File: src/rtl/reg_bus_arbiter_pkg.sv
// reg_arb_pkg: shared types and limits for the register-bus arbiter.
//   NReqMax    : largest supported requester count
//   reg_req_t  : one requester's access (address, write data, write flag, byte enables)
//   resp_trk_t : response tracking for the single in-flight access
package reg_arb_pkg;

   localparam int unsigned NReqMax  = 8;
   localparam int unsigned OwnerW   = $clog2(NReqMax);
   // Widest address a requester slice may carry; narrower AW is zero-extended.
   localparam int unsigned AddrMaxW = 64;

   typedef struct packed {
      logic [AddrMaxW-1:0] addr;
      logic [31:0]         wdata;
      logic                we;
      logic [3:0]          be;
   } reg_req_t;

   typedef struct packed {
      logic              valid;
      logic              is_read;
      logic [OwnerW-1:0] owner;
   } resp_trk_t;

endpackage

File: src/rtl/reg_bus_arbiter_rr_pick.sv
// rr_pick: combinational round-robin picker.
//   req_i : request vector
//   ptr_i : highest-priority index; search runs upward from here with wrap
//   gnt_o : one-hot winner (all zero when no request)
//   idx_o : binary winner index (0 when no request)
module rr_pick #(
   parameter int unsigned NReq = 2,
   parameter int unsigned IdxW = (NReq > 1) ? $clog2(NReq) : 1
) (
   input  logic [NReq-1:0] req_i,
   input  logic [IdxW-1:0] ptr_i,
   output logic [NReq-1:0] gnt_o,
   output logic [IdxW-1:0] idx_o
);

   logic [IdxW-1:0] pos;
   logic            found;

   always_comb begin
      gnt_o = '0;
      idx_o = '0;
      found = 1'b0;
      pos   = ptr_i;
      for (int unsigned i = 0; i < NReq; i++) begin
         if (!found && req_i[pos]) begin
            found      = 1'b1;
            gnt_o[pos] = 1'b1;
            idx_o      = pos;
         end
         // Explicit wrap so non-power-of-two NReq never visits a missing index.
         if (pos == IdxW'(NReq - 1)) begin
            pos = '0;
         end else begin
            pos = pos + IdxW'(1);
         end
      end
   end

endmodule

File: src/rtl/reg_bus_arbiter.sv
// reg_bus_arbiter: round-robin sharing of the peripheral register bus between
// NReq requesters, one access per cycle, read data routed back to its owner.
//   clk_i, rstn_i             : clock, asynchronous active-low reset
//   req_i/req_*_i             : per-requester request and access slices
//   gnt_o                     : one-hot, access of requester k accepted this cycle
//   rvalid_o, rdata_o         : one-hot response strobe and shared read data
//   reg_*_o / reg_*_i         : downstream slave port (accept = reg_en_o & reg_ready_i)
module reg_bus_arbiter
   import reg_arb_pkg::*;
#(
   parameter int unsigned NReq = 2,
   parameter int unsigned AW   = 32
) (
   input  logic              clk_i,
   input  logic              rstn_i,
   input  logic [NReq-1:0]   req_i,
   input  logic [NReq*AW-1:0] req_addr_i,
   input  logic [NReq*32-1:0] req_wdata_i,
   input  logic [NReq-1:0]   req_we_i,
   input  logic [NReq*4-1:0] req_be_i,
   output logic [NReq-1:0]   gnt_o,
   output logic [NReq-1:0]   rvalid_o,
   output logic [31:0]       rdata_o,
   output logic              reg_en_o,
   output logic [AW-1:0]     reg_addr_o,
   output logic [31:0]       reg_wdata_o,
   output logic              reg_we_o,
   output logic [3:0]        reg_be_o,
   input  logic [31:0]       reg_rdata_i,
   input  logic              reg_ready_i
);

   localparam int unsigned IdxW = $clog2(NReq);

   reg_req_t        reqs [NReq];
   reg_req_t        sel;
   logic [NReq-1:0] pick_gnt;
   logic [IdxW-1:0] pick_idx;
   logic [IdxW-1:0] win_idx;
   logic [IdxW-1:0] ptr_q;
   logic [IdxW-1:0] lock_idx_q;
   logic            lock_q;
   logic            accept;
   resp_trk_t       trk_q;
   logic            unused_sel_trk;

   for (genvar k = 0; k < NReq; k++) begin : g_slice
      assign reqs[k] = '{addr:  AddrMaxW'(req_addr_i[k*AW +: AW]),
                         wdata: req_wdata_i[k*32 +: 32],
                         we:    req_we_i[k],
                         be:    req_be_i[k*4 +: 4]};
   end

   rr_pick #(.NReq(NReq), .IdxW(IdxW)) u_pick (
      .req_i (req_i),
      .ptr_i (ptr_q),
      .gnt_o (pick_gnt),
      .idx_o (pick_idx)
   );

   // A stalled access keeps the bus until accepted, ignoring new arrivals.
   assign win_idx = lock_q ? lock_idx_q : pick_idx;

   // Gated by rstn_i so the bus goes quiet the moment reset asserts.
   assign reg_en_o = rstn_i & (lock_q | (|req_i));
   assign accept   = reg_en_o & reg_ready_i;
   assign sel      = reg_en_o ? reqs[win_idx] : '0;

   assign reg_addr_o  = sel.addr[AW-1:0];
   assign reg_wdata_o = sel.wdata;
   assign reg_we_o    = sel.we;
   assign reg_be_o    = sel.be;

   always_comb begin
      gnt_o = '0;
      if (accept) begin
         gnt_o = lock_q ? (NReq'(1) << lock_idx_q) : pick_gnt;
      end
   end

   always_comb begin
      rvalid_o = '0;
      rdata_o  = '0;
      if (trk_q.valid) begin
         rvalid_o = NReq'(1) << IdxW'(trk_q.owner);
         if (trk_q.is_read) begin
            rdata_o = reg_rdata_i;
         end
      end
   end

   always_ff @(posedge clk_i or negedge rstn_i) begin
      if (!rstn_i) begin
         ptr_q      <= '0;
         lock_q     <= 1'b0;
         lock_idx_q <= '0;
         trk_q      <= '0;
      end else begin
         if (accept) begin
            ptr_q  <= (win_idx == IdxW'(NReq - 1)) ? '0 : win_idx + IdxW'(1);
            lock_q <= 1'b0;
         end else if (reg_en_o) begin
            lock_q     <= 1'b1;
            lock_idx_q <= win_idx;
         end
         // Overwritten every cycle so a new acceptance coincides with the old response.
         trk_q.valid   <= accept;
         trk_q.is_read <= ~sel.we;
         trk_q.owner   <= OwnerW'(win_idx);
      end
   end

   assign unused_sel_trk = ^{sel.addr, trk_q.owner};

endmodule

File: config.mk
export PLATFORM = sky130hd
export DESIGN_NAME = reg_bus_arbiter
export DESIGN_NICKNAME = d
export VERILOG_FILES = /design/src/rtl/reg_bus_arbiter_pkg.sv /design/src/rtl/reg_bus_arbiter_rr_pick.sv /design/src/rtl/reg_bus_arbiter.sv
export SDC_FILE = /design/constraint.sdc
export NUM_CORES = 1
export LEC_CHECK = 0
export BUFFER_PORTS_ARGS = -buffer_cell sky130_fd_sc_hd__buf_2
export CAP_MARGIN = 30
export CORE_AREA = 2 2 110 112
export DETAILED_ROUTE_END_ITERATION = 10
export DIE_AREA = 0 0 112 114
export GPL_TIMING_DRIVEN = 1
export PLACE_DENSITY = 0.6
export REMOVE_ABC_BUFFERS = 1
export SYNTH_ARGS = -nofsm -noshare
export SYNTH_HDL_FRONTEND = slang
export SYNTH_SLANG_ARGS = --single-unit
File: constraint.sdc
create_clock -name clk_i -period 1.9 [get_ports clk_i]
set_input_delay 0.38 -clock clk_i [delete_from_list [all_inputs] [get_ports clk_i]]
set_output_delay 0.38 -clock clk_i [all_outputs]
set_load 0.005 [all_outputs]
* After elaboration in Yosys (flattened, before gate mapping)
Cells that the tools add are included.
** Cells by class
- Add/subtract/negate cells :: 2
- Order comparisons :: 5
- Shift-type cells :: 2
- Muxes and demuxes :: 27
- Bitwise logic cells :: 7
- Reduce and logical (&&, ||, !) cells :: 7
** Operators by type and width (number)
- $mux 69 :: 4
- $mux 32 :: 2
- $mux 1 :: 14
- $mux 2 :: 5
- $lt 1x2->1 const B :: 2
- $shl 1x1->2 const A :: 2
- $logic_and 1x1->1 :: 3
- $add 1x1->1 const B :: 2
- $and 1x1->1 :: 2
- $demux 1 s1 :: 2
- $ge 1x1->1 const B :: 2
- $ge 2x2->1 const B :: 1
- $not 1->1 :: 2
- $not 1->2 :: 1
- $or 2x2->2 :: 1
- $reduce_and 2->1 :: 1
- $reduce_bool 2->1 :: 1
- $reduce_or 2->1 :: 1
- $logic_not 1->1 :: 1
- $or 1x1->1 :: 1
** Word-level totals
- Bits in registers :: 6
- Input port bits :: 175
- Output and inout port bits :: 106
- Logic and storage cells :: 56

* Logic depth before layout (Yosys ltp)
- Word-level depth :: 13
- Depth in mapped cells :: 5
- Gate-level depth less buffers :: 3

* Hierarchy
Synthesis repeated with hierarchy kept, for this count alone.
** Unflattened totals
- Cells, all modules :: 298
- Area, all modules :: 1700.4 sq um
** Modules (own cells, without submodules)
- reg_bus_arbiter :: instances 1, cells each 294, area an instance 1670.4 sq um, sequential area each 150.1 sq um
- rr_pick :: instances 1, cells each 4, area an instance 30.0 sq um, sequential area each 0.0 sq um

* Worst setup path before layout
Ideal clock, no wire load.
- Path kind :: reg2out
- From :: reg lock_q
- To :: out reg_addr_o[0]
- Arrival :: 1303 ps
- Data required time :: 1520 ps
- Path slack :: 217 ps
- Cell stages (with the launch flop) :: 6
- Path buffers :: 2
- Cells stage by stage :: dfrtp_1 > and2_1 > a31oi_1 > buf_4 > buf_6 > mux2i_1
** On the way
- Word-level cells in the longest chain between the ends :: 6
- Elaborated cells between the ends (all ways) :: 8
- Classes of those cells :: 5 x mux; 3 x bitwise
** RTL lines
- start, declared :: line reg_bus_arbiter.sv:42 : logic lock_q;
- start signal, assigned :: line reg_bus_arbiter.sv:95 : lock_q <= 1'b0;
- start signal, assigned :: line reg_bus_arbiter.sv:101 : lock_q <= 1'b0;
- start signal, assigned :: line reg_bus_arbiter.sv:103 : lock_q <= 1'b1;
- $mux 1 :: line reg_bus_arbiter.sv:62 : assign win_idx = lock_q ? lock_idx_q : pick_idx;
- $not 1->2 (implied by the code) :: line reg_bus_arbiter.sv:67 : assign sel = reg_en_o ? reqs[win_idx] : '0;
- $mux 69 (implied by the code) (3 in a row) :: line reg_bus_arbiter.sv:67
- $mux 69 * :: line reg_bus_arbiter.sv:67
- end, declared :: line reg_bus_arbiter.sv:25 : output logic [AW-1:0] reg_addr_o,
Mark *: on every way between the ends. The rest lies on a longest branch, timed or not. The select of a mux whose other input is x is not followed.

* Worst setup path after layout
- From :: reg lock_q
- To :: out reg_addr_o[20]
Same word-level chain as after synthesis.

==> key figures <==
Yosys
  – Mapped Area: 2190 µm²
  – Post-synth EDFFs: 0
  – Top_reg_cell synth: dfrtp_1
  – Syn_area_per_cell: 7.03 µm²
  – Synthesis Warnings: 0
  – #FFs+latches synth: 6
  – Sequential area share after synthesis: 6.85%
  – Post-synthesis cell count: 312
  – Post-synth top area cell: mux2i_1
  – Area contributors post-synth: mux2i_1, nand3_1, buf_6, and3_1, dfrtp_1
  – Cell variety after synth: 25
  – Commonest cells in the netlist: nand3_1, mux2i_1, and3_1
  – Top-area cell type share of the netlist area: 31.5%
  – Top-count cell post-synth: nand3_1
  – Ys async rst share: 100%

Setup path
  – R2R Path Start: lock_q
  – Crit-path leading delay family: buffers and inverters
  – Crit start category: flop
  – Slowest cell on crit path: dfrtp_1
  – Worst Path Buf+Inv: 3
  – CP Cell Sequence: buf_4 -> or3_4 -> buf_12 -> nand3_2 -> mux2i_1 -> buf_2
  – Critical path class: flop to output port
  – Crit path launch: lock_q
  – Crit path max fanout: 50
  – Worst endpoint required time: roughly 1.5 ns
  – Reg2reg setup slack: 0.44 ns
  – Worst path max stage delay: 0.38 ns
  – Setup crit end kind: output port
  – Worst Reg-to-Reg Cells: 5
  – CP arrival: 1.70 ns
  – R2r endpoint: trk_q[3]

STA
  – Setup WS post-layout: -0.184 ns
  – Clock Skew: 0.000175 ns
  – Post-route minimum period: 2.08 ns
  – Final slew viol count: 0
  – Slew @ Worst Pin: approximately 0.64 ns
  – Final Hold Viols: 0
  – Period utilization: 110%
  – Final setup vio count: 70
  – Slew margin rel.: a little under three fifths
  – RSZ-0062 raised after global routing: yes
  – Fmax: around 480 MHz

Drt
  – Final antenna-violating net count: 0
  – Total Routed Length: 9570 µm
  – Drt first pass iters: 4
  – DR iter-0 viols: approximately 100
  – Drt via density: 4.55
  – DRC: 0
  – Wire per inst: 13.0 µm
  – Vias: 3356

Global route
  – Global-route wire length before repair: 14200 µm
  – Pin count of the biggest net entering global routing: 67
  – Vias in the first global route: 2994
  – GR Layer Usage met1: 14.5%
  – Initial antenna violation count: 0
  – Met3 usage: 2.23%
  – Met2 global-route usage: 27.3%
  – GRT Total Usage: 13.3%
  – Congestion Overflow GR: 0
  – Layer with the highest usage: met2

Finish
  – Layout cells sized above 1: 56.1%
  – Fill count: roughly 1300
  – Footprint of the multi-input gates: around 1700 µm²
  – Ant. Diodes: 0
  – Syn-to-layout area delta: 82.0%
  – NumNets Final: between 700 and 800
  – Flip-flop and latch area: 150 µm²

Placement
  – Port Buffers: 280
  – GP Congestion: 0.763
  – Dpl hpwl: about 8000 µm
  – Pre-CTS setup slack: -0.00745 ns

CTS
  – CTS buffer count: 3
  – CTS sink cnt: 6
  – CTS tree: done
  – Clk_lat worst skew: ~0.23 ns
  – H-tree depth: 1
  – Clock root buffer: clkbuf_16
  – Max Buffers Root-to-Sink: 2
  – Clock slew seen by the registers of the worst setup and hold paths: 0.03 ns

Floorplan
  – Die X-Extent: between 100 and 150 µm
  – Total core area: 11700 µm²
  – Starting Density: approximately a fifth
  – Die Y: 114 µm
  – Die Area: 12800 µm²
  – # rows: 40
  – Io pins: 281

Pwr
  – Total power: 1.70 mW
  – Pwr per Cell Area: roughly 430 nW/µm²
  – Worst VDD drop: 0.311 mV
  – Leakage power: between 2 and 3 nW

Flow run
  – Maxcap violations: 0

Hold path
  – Hold WC Path Type: input pin to async pin

Run status
  – Failing checks: setup timing
  – Outcome: finished with violations
report_power, final:
group	leakage [nW]	switching [mW]	internal [mW]	total, mW
logic	2.49	0.525	0.669	1.19
registers	0.0735	0.0252	0.146	0.172
clock network	0.0370	0.0689	0.270	0.339
total	2.60	0.619	1.09	1.70
metrics by stage:
step	cell area (µm²)	utilization [%]	hold WS, ns	setup TNS, ns	cells
5_1_grt	3990	34.1	0.364	-15.20	737
4_1_cts	3970	33.9	0.334	-10.11	736
3_5_place_dp	3840	32.8	0.513	-0.00745	730
6_report	3990	34.1	0.323	-10.09	737
2_1_floorplan	1870	-	0.0844	-362.95	267
3_3_place_gp	3840	32.8	0.511	-0.0409	730
final cells by class:
| type | count | area share (%) |
|---|---|---|
| multi-input combinational | 257 | 43.6 |
| clock buffer | 3 | 1.88 |
| sequential | 6 | 3.76 |
| timing repair buffer | 320 | 45.8 |
| inverter | 4 | 0.376 |
| tap | 147 | 4.61 |
routing by layer:
metal / share of wire, % / vias up
li1: - / 1703
met1: 38 / 1479
met2: 53 / 170
met3: 8.6 / 4
met4: 0.40 / 0
met5: 0 / -
logic make-up after synthesis:
logic type / after synthesis / share of synthesized area (%)
buffers and inverters: 49 / 15.4
DFF: 6 / 6.85
and+or+nand+nor: 179 / 43.0
AOI/OAI and AO/OA: 8 / 2.68
muxes: 70 / 32.0
layout by cell type (no fill, tap or decap), types with 2 or more instances in the layout:
cell       count
and3_1        32
o31ai_1        2
dfrtp_1        6
nand3_1      136
nand2_1        2
nand3_2        2
clkbuf_16      3
buf_2        279
buf_6          4
buf_4         28
inv_1          4
mux2i_1       69
buf_12         8
sequential cells by signal, summed over array words and instances, names as in the netlist:
signal,flops
trk_q,3
lock_idx_q,1
lock_q,1
ptr_q,1
worst max-delay path by stage:
stage	to	slack (ns)	depth (start not counted)
final	reg_addr_o[20]	-0.18	6
after global routing	reg_wdata_o[7]	-0.27	6
after CTS	reg_wdata_o[7]	-0.18	6
after detailed placement	reg_wdata_o[8]	-0.007	7
after global placement	reg_wdata_o[8]	-0.02	7
after floorplan	trk_q[3]	-5.00	3
repair_timing:
action                     4_1_cts  5_1_grt
gates resized for setup          6        4
buffers inserted                 3        1
hold buffers                     0        0
setup endpoints to repair       70       70
pin swaps                        1        0
Power figures use the tool's default switching activity.
